`src/rtl/l2_mem_arbiter.sv`:
```
// Round-robin arbiter sharing one 64-bit single-port L2 SRAM among NB_MASTERS requesters.
// Define L2_ARB_INIT_EN to zero-fill the whole memory after reset before accepting traffic.
module l2_mem_arbiter #(
  parameter int unsigned NB_MASTERS     = 2,
  parameter int unsigned MEM_ADDR_WIDTH = 15
) (
  input  logic                               CLK,
  input  logic                               RSTN,
  input  logic [NB_MASTERS-1:0]              req_i,
  input  logic [NB_MASTERS*MEM_ADDR_WIDTH-1:0] add_i,
  input  logic [NB_MASTERS-1:0]              wen_i,
  input  logic [NB_MASTERS*64-1:0]           wdata_i,
  input  logic [NB_MASTERS*8-1:0]            be_i,
  output logic [NB_MASTERS-1:0]              gnt_o,
  output logic [NB_MASTERS-1:0]              r_valid_o,
  output logic [63:0]                        r_rdata_o,
  output logic                               init_done_o,
  output logic                               mem_CEN_o,
  output logic                               mem_WEN_o,
  output logic [MEM_ADDR_WIDTH-1:0]          mem_A_o,
  output logic [63:0]                        mem_D_o,
  output logic [7:0]                         mem_BE_o,
  input  logic [63:0]                        mem_Q_i
);

  localparam int unsigned IDX_W = (NB_MASTERS > 1) ? $clog2(NB_MASTERS) : 1;
  localparam logic [IDX_W:0]   NB_W   = (IDX_W+1)'(NB_MASTERS);
  localparam logic [IDX_W-1:0] LAST_W = IDX_W'(NB_MASTERS - 1);

  logic [IDX_W-1:0]          rr_ptr_q, rr_ptr_d;
  logic [IDX_W-1:0]          resp_idx_q, resp_idx_d;
  logic                      resp_valid_q, resp_valid_d;
  logic [IDX_W-1:0]          winner;
  logic                      found;
  logic                      run_en;
  logic                      init_act;
  logic                      grant;
  logic [MEM_ADDR_WIDTH-1:0] init_addr;

`ifdef L2_ARB_INIT_EN
  typedef enum logic {ST_INIT, ST_RUN} state_e;

  state_e                    state_q, state_d;
  logic [MEM_ADDR_WIDTH-1:0] init_cnt_q, init_cnt_d;

  always_comb begin
    state_d    = state_q;
    init_cnt_d = init_cnt_q;
    if (state_q == ST_INIT) begin
      init_cnt_d = init_cnt_q + 1'b1;
      if (init_cnt_q == '1) begin
        state_d = ST_RUN;
      end
    end
  end

  always_ff @(posedge CLK or negedge RSTN) begin
    if (!RSTN) begin
      state_q    <= ST_INIT;
      init_cnt_q <= '0;
    end else begin
      state_q    <= state_d;
      init_cnt_q <= init_cnt_d;
    end
  end

  assign init_done_o = (state_q == ST_RUN);
  assign run_en      = RSTN && (state_q == ST_RUN);
  assign init_act    = RSTN && (state_q == ST_INIT);
  assign init_addr   = init_cnt_q;
`else
  assign init_done_o = 1'b1;
  assign run_en      = RSTN;
  assign init_act    = 1'b0;
  assign init_addr   = '0;
`endif

  // Scan from rr_ptr upward; the candidate index wraps modulo NB_MASTERS,
  // which need not be a power of two.
  always_comb begin
    logic [IDX_W:0] cand;
    winner = '0;
    found  = 1'b0;
    cand   = '0;
    for (int unsigned i = 0; i < NB_MASTERS; i++) begin
      cand = {1'b0, rr_ptr_q} + (IDX_W+1)'(i);
      if (cand >= NB_W) begin
        cand = cand - NB_W;
      end
      if (!found && req_i[cand[IDX_W-1:0]]) begin
        winner = cand[IDX_W-1:0];
        found  = 1'b1;
      end
    end
  end

  assign grant = run_en && found;
  assign gnt_o = grant ? (NB_MASTERS'(1) << winner) : '0;

  always_comb begin
    mem_CEN_o = 1'b1;
    mem_WEN_o = 1'b1;
    mem_A_o   = add_i[MEM_ADDR_WIDTH-1:0];
    mem_D_o   = wdata_i[63:0];
    mem_BE_o  = be_i[7:0];
    for (int unsigned k = 0; k < NB_MASTERS; k++) begin
      if (winner == IDX_W'(k)) begin
        mem_A_o  = add_i[k*MEM_ADDR_WIDTH +: MEM_ADDR_WIDTH];
        mem_D_o  = wdata_i[k*64 +: 64];
        mem_BE_o = be_i[k*8 +: 8];
      end
    end
    if (grant) begin
      mem_CEN_o = 1'b0;
      mem_WEN_o = wen_i[winner];
    end
    if (init_act) begin
      mem_CEN_o = 1'b0;
      mem_WEN_o = 1'b0;
      mem_A_o   = init_addr;
      mem_D_o   = '0;
      mem_BE_o  = '1;
    end
  end

  always_comb begin
    rr_ptr_d     = rr_ptr_q;
    resp_idx_d   = resp_idx_q;
    resp_valid_d = grant;
    if (grant) begin
      rr_ptr_d   = (winner == LAST_W) ? '0 : winner + 1'b1;
      resp_idx_d = winner;
    end
  end

  always_ff @(posedge CLK or negedge RSTN) begin
    if (!RSTN) begin
      rr_ptr_q     <= '0;
      resp_idx_q   <= '0;
      resp_valid_q <= 1'b0;
    end else begin
      rr_ptr_q     <= rr_ptr_d;
      resp_idx_q   <= resp_idx_d;
      resp_valid_q <= resp_valid_d;
    end
  end

  // The SRAM output already lags the access by one cycle, so it lines up with r_valid.
  assign r_valid_o = resp_valid_q ? (NB_MASTERS'(1) << resp_idx_q) : '0;
  assign r_rdata_o = mem_Q_i;

endmodule

```
`config.mk`:
```
export PLATFORM = sky130hd
export DESIGN_NAME = l2_mem_arbiter
export DESIGN_NICKNAME = d
export VERILOG_FILES = /design/src/rtl/l2_mem_arbiter.sv
export SDC_FILE = /design/constraint.sdc
export NUM_CORES = 1
export LEC_CHECK = 0
export CAP_MARGIN = 20
export CELL_PAD_IN_SITES_DETAIL_PLACEMENT = 0
export CELL_PAD_IN_SITES_GLOBAL_PLACEMENT = 2
export CORE_AREA = 2 2 155 157
export CTS_CLUSTER_DIAMETER = 60
export DETAILED_ROUTE_END_ITERATION = 8
export DIE_AREA = 0 0 157 159
export DONT_BUFFER_PORTS = 1
export GPL_TIMING_DRIVEN = 0
export PLACE_DENSITY_LB_ADDON = 0.1
export SLEW_MARGIN = 10
export SYNTH_ARGS = -nofsm -noshare
export SYNTH_HDL_FRONTEND = slang
export SYNTH_SLANG_ARGS = --single-unit
```
`constraint.sdc`:
```
create_clock -name CLK -period 3.4 [get_ports CLK]
set_clock_uncertainty 0.1 [all_clocks]
set_input_delay 0.68 -clock CLK [delete_from_list [all_inputs] [get_ports CLK]]
set_output_delay 0.68 -clock CLK [all_outputs]
set_load 0.005 [all_outputs]
```
Word level (Yosys, flattened, before mapping)

Cells that the tools add are included.

Flip-flop bits (word level): 3
Output and inout bits: 158

Add/sub/neg operators: 4
Order comparisons: 5
Shift-type cells: 2
Muxes and demuxes: 20
Reduce and logical (&&, ||, !) cells: 3

Operators with widths:

| operator            | number |
|---|---|
| $mux 64             | 1 |
| $mux 1              | 15 |
| $mux 15             | 1 |
| $mux 8              | 1 |
| $lt 1x2->1 const B  | 3 |
| $mux 2              | 2 |
| $shl 1x1->2 const A | 2 |
| $add 1x1->2 const B | 1 |
| $ge 1x2->1 const B  | 1 |
| $ge 2x2->1 const B  | 1 |
| $logic_and 1x1->1   | 2 |
| $sub 1x1->1 const B | 2 |
| $add 1x1->1 const B | 1 |
| $logic_not 1->1     | 1 |

Depth between registers and ports, before layout

Depth in word-level cells: 11
Depth in mapped cells: 5

Least setup slack after synthesis

OpenSTA, ideal clock, no wires.

Path kind: input -> output
From: input port req_i[0]
To: output port mem_D_o[38]
Data arrival time: 1.544 ns
Required time: 2.620 ns
Setup slack: 1.076 ns
Stages on the path: 5
Cells stage by stage: inv_2 o21ai_4 buf_6 buf_6 mux2_1

Word-level cells in the longest chain between the ends: 7
Elaborated cells on any way between the ends: 10
Classes of those cells: mux: 8; reduce/logical: 2

RTL lines:

| what                                       | line | source |
|---|---|---|
| start, declared                            | 9    | `input logic [NB_MASTERS-1:0] req_i,` |
| $mux 1 (implied by the code) (2 in series) | 90   | `if (!found && req_i[cand[IDX_W-1:0]]) begin` |
| $mux 1                                     | 90   |  |
| $logic_not 1->1                            | 90   |  |
| $logic_and 1x1->1                          | 90   |  |
| $mux 1 *                                   | 90   |  |
| $mux 64 *                                  | 107  | `if (winner == IDX_W'(k)) begin` |
| end, declared                              | 21   | `output logic [63:0] mem_D_o,` |

Mark *: on every way between the ends. The rest lies on a longest branch, timed or not. The select of a mux whose other input is x is not followed.

Worst setup path in the final report

From: input port req_i[0]
To: output port mem_D_o[48]

The elaborated chain is that of the path after synthesis.

==> impl_metrics.toml <==
[setup_path]
path_cells = "inv_2 -> o21ai_4 -> buf_6 -> buf_6 -> mux2_1"
cpMaxStageDelayCell = "sky130_fd_sc_hd__o21ai_4"
critical-path-top-cell-by-count = "sky130_fd_sc_hd__buf_6"
crit_path_end_kind = "primary output"
critPathArrivalTime_ps = 1820
critPathMaxFanout = 10
worst_ep_required_time_ps = 2620
critical-path-max-stage-delay_ps = 360
timing_worst_setup_path_type = "input pin to primary output"
critPathLaunchType = "input pin"

[clocking]
cts.hold.buffers_added = 0
clock_tree.root_cell = "sky130_fd_sc_hd__clkbuf_16"
cts.reportedPaths.clkPinSlew_ps = 30
cts-root-to-sink-buffers = 2
post-cts-setup-buffers = 0
h_tree_levels = 1
numCtsBuffers = 3
cts.sink_count = 3
worstSkewPairLatency_ps = 220
cts_repair_resize_count = 0
cts_tree = "yes"

[global_routing]
grt.met2_usage_pct = 11.04
number_of_antenna_violations_at_the_first_check_in_global_routing = 0
grt_overflow = 0
first_pass_grt_wire_length_um = 8873
via_count_of_the_first_global_routing_pass = 1462
grt_max_degree = 11
globalRouteMet3Util_pct = 0.3811
top_usage_layer = "met2"
grt_util_met1_pct = 4.007
grt_util_all_layers_pct = 4.729

[timing]
setup_tns_ps = 0
timing_hold_violations_final = 0
final.hold.worst_slack_ps = 51.97
share_of_the_clock_period_used_by_the_worst_path_pct = 76.53
report.final.slew_viol_count = 0
setup_violators_final = 0
rsz0062_at_grt = "false"
fin_crit_ps = 2602
highest_attainable_clock_frequency_ghz = 0.3843

[die]
start_util_pct = 7.445
standard_cell_rows = 56
die_area_um2 = 24960
fp.coreArea_um2 = 23190
chipHeight_um = 159
die_x_um = 157
design.portCount = 402

[power]
power.density_nw_per_um2 = 243.4
comb_power_share_pct = 56.6
leakagePower_nw = 0.8337
ir_worst_vdd_v = 0.00009939
cell_internal_power_uw = 366.2
netSwitchingFraction_pct = 31.75
power.clock.fraction_pct = 34.9
netSwitchingPower_uw = 170.3
total_power_uw = 536.5
sequentialPowerShare_pct = 8.5

[cells_and_area]
n_antenna_cell = 0
mostFrequentLayoutCells = "71 x sky130_fd_sc_hd__buf_4, 68 x sky130_fd_sc_hd__mux2_2, 19 x sky130_fd_sc_hd__mux2_1"
fin_nets = 432
drive_gt1_share_pct = 78.61
growth_of_design_area_from_synthesis_to_finish_pct = 27.68
layoutNonFillerInstCount = 506
nFillCells = 2687
mostFrequentLayoutCell = "sky130_fd_sc_hd__buf_4"

[detailed_routing]
dr_total_vias = 1429
vias_per_inst = 2.824
drt.antenna.violating_nets = 0
initialDrtViolationCount = 19
detail_route.wirelength_um = 7056
route.detailed.drc = 0
detailedRoute.firstPassIterationCount = 2
average_wire_per_cell_in_the_routed_design_um = 13.94

[synth]
syn-num-nets = 427
synth-async-reset-ratio_pct = 100.0
synth_seq_area_share_pct = 4.348
syn_inst = 183
synthesis.area_per_instance_um2 = 9.435
postSynth.topFlopCell = "sky130_fd_sc_hd__dfrtp_1"
synth-seq-cells = 3
synth_edf_count = 0
number_of_warning_messages_in_the_yosys_log = 0
synth_area_um2 = 1727
synth_cell_types = 17

[run_status]
run_status = "finished clean"

[placed_design]
place.gp.congestion = 0.7030
place.detailed.hpwl_um = 6610
buffer_ports.inserted = 0
placed_cells = 502

[flow_run]
maxCapViolations = 0

[hold_path]
hold_class = "input pin to async pin"
cell type report:
cell class | instances | area (um2) | share of cell area, %
Tap cell | 319 | 399.1 | 18.10
Multi-Input combinational cell | 102 | 1070 | 48.52
Clock buffer | 4 | 78.83 | 3.575
Inverter | 4 | 15.01 | 0.6810
Sequential cell | 3 | 75.07 | 3.405
Buffer | 74 | 566.8 | 25.71
stage by stage:
step | setup WS [ps] | cell area [um2] | util [%]
after floorplan | 1076 | 1727 | -
after CTS | 674.9 | 2205 | 9.506
final | 798.0 | 2205 | 9.506
after global placement | 705.6 | 2126 | 9.166
after detailed placement | 683.0 | 2126 | 9.166
after global routing | 625.3 | 2205 | 9.506
worst max-delay path: cells and delay by family:
| family | cells | cell delay [ps] |
|---|---|---|
| multiplexers | 1 | 360 |
| AO/OA/AOI/OAI | 1 | 360 |
| buffers and inverters | 3 | 410 |
power by group through the flow:
stage	Sequential, mW	Clock (mW)	Combinational [mW]
floorplan	0.0450	0	0.261
global placement	0.0463	0	0.324
detailed placement	0.0462	0	0.312
CTS	0.0458	0.192	0.313
global route	0.0464	0.196	0.330
finish	0.0455	0.187	0.304
flip-flops by register name (all words and copies together), names as in the netlist:
signal,flops
rr_ptr_q,1
resp_idx_q,1
resp_valid_q,1
synth_stat cells, types with 2 or more instances:
library cell,instances,area share (%)
sky130_fd_sc_hd__buf_4,71,31
sky130_fd_sc_hd__mux2_2,68,44
sky130_fd_sc_hd__mux2_1,19,12
sky130_fd_sc_hd__a21oi_1,4,1.2
sky130_fd_sc_hd__buf_6,3,2.0
sky130_fd_sc_hd__dfrtp_1,3,4.3
sky130_fd_sc_hd__inv_1,3,0.65
sky130_fd_sc_hd__nand2_1,2,0.43
sky130_fd_sc_hd__nor2_1,2,0.43
layer usage:
metal,up-vias,share of wire (%),wire [um]
li1,572,-,-
met1,632,28,1945
met2,221,61,4325
met3,4,11,749
met4,0,0.51,36
met5,-,0,0
cell families (layout without fill, tap and decap cells):
group,after synthesis,after routing,share of synthesized area [%]
AOI/OAI and AO/OA,7,7,3.044
buffers and inverters,78,82,33.70
DFF,3,3,4.348
muxes,87,87,56.74
other,1,1,0.2172
and+or+nand+nor,7,7,1.958
path summary, 6_finish.rpt:
check / from / to / slack (ps) / cells after the start
max: req_i[0] / mem_D_o[48] / 800 / 5
min: RSTN / rr_ptr_q / 50 / 0
max reg2reg: rr_ptr_q / resp_idx_q / 2270 / 2
min reg2reg: resp_idx_q / resp_idx_q / 420 / 2
max in group asynchronous: RSTN / resp_idx_q / 3080 / 0
min in group CLK: resp_idx_q / resp_idx_q / 420 / 2
(Power assumes the default switching activity.)
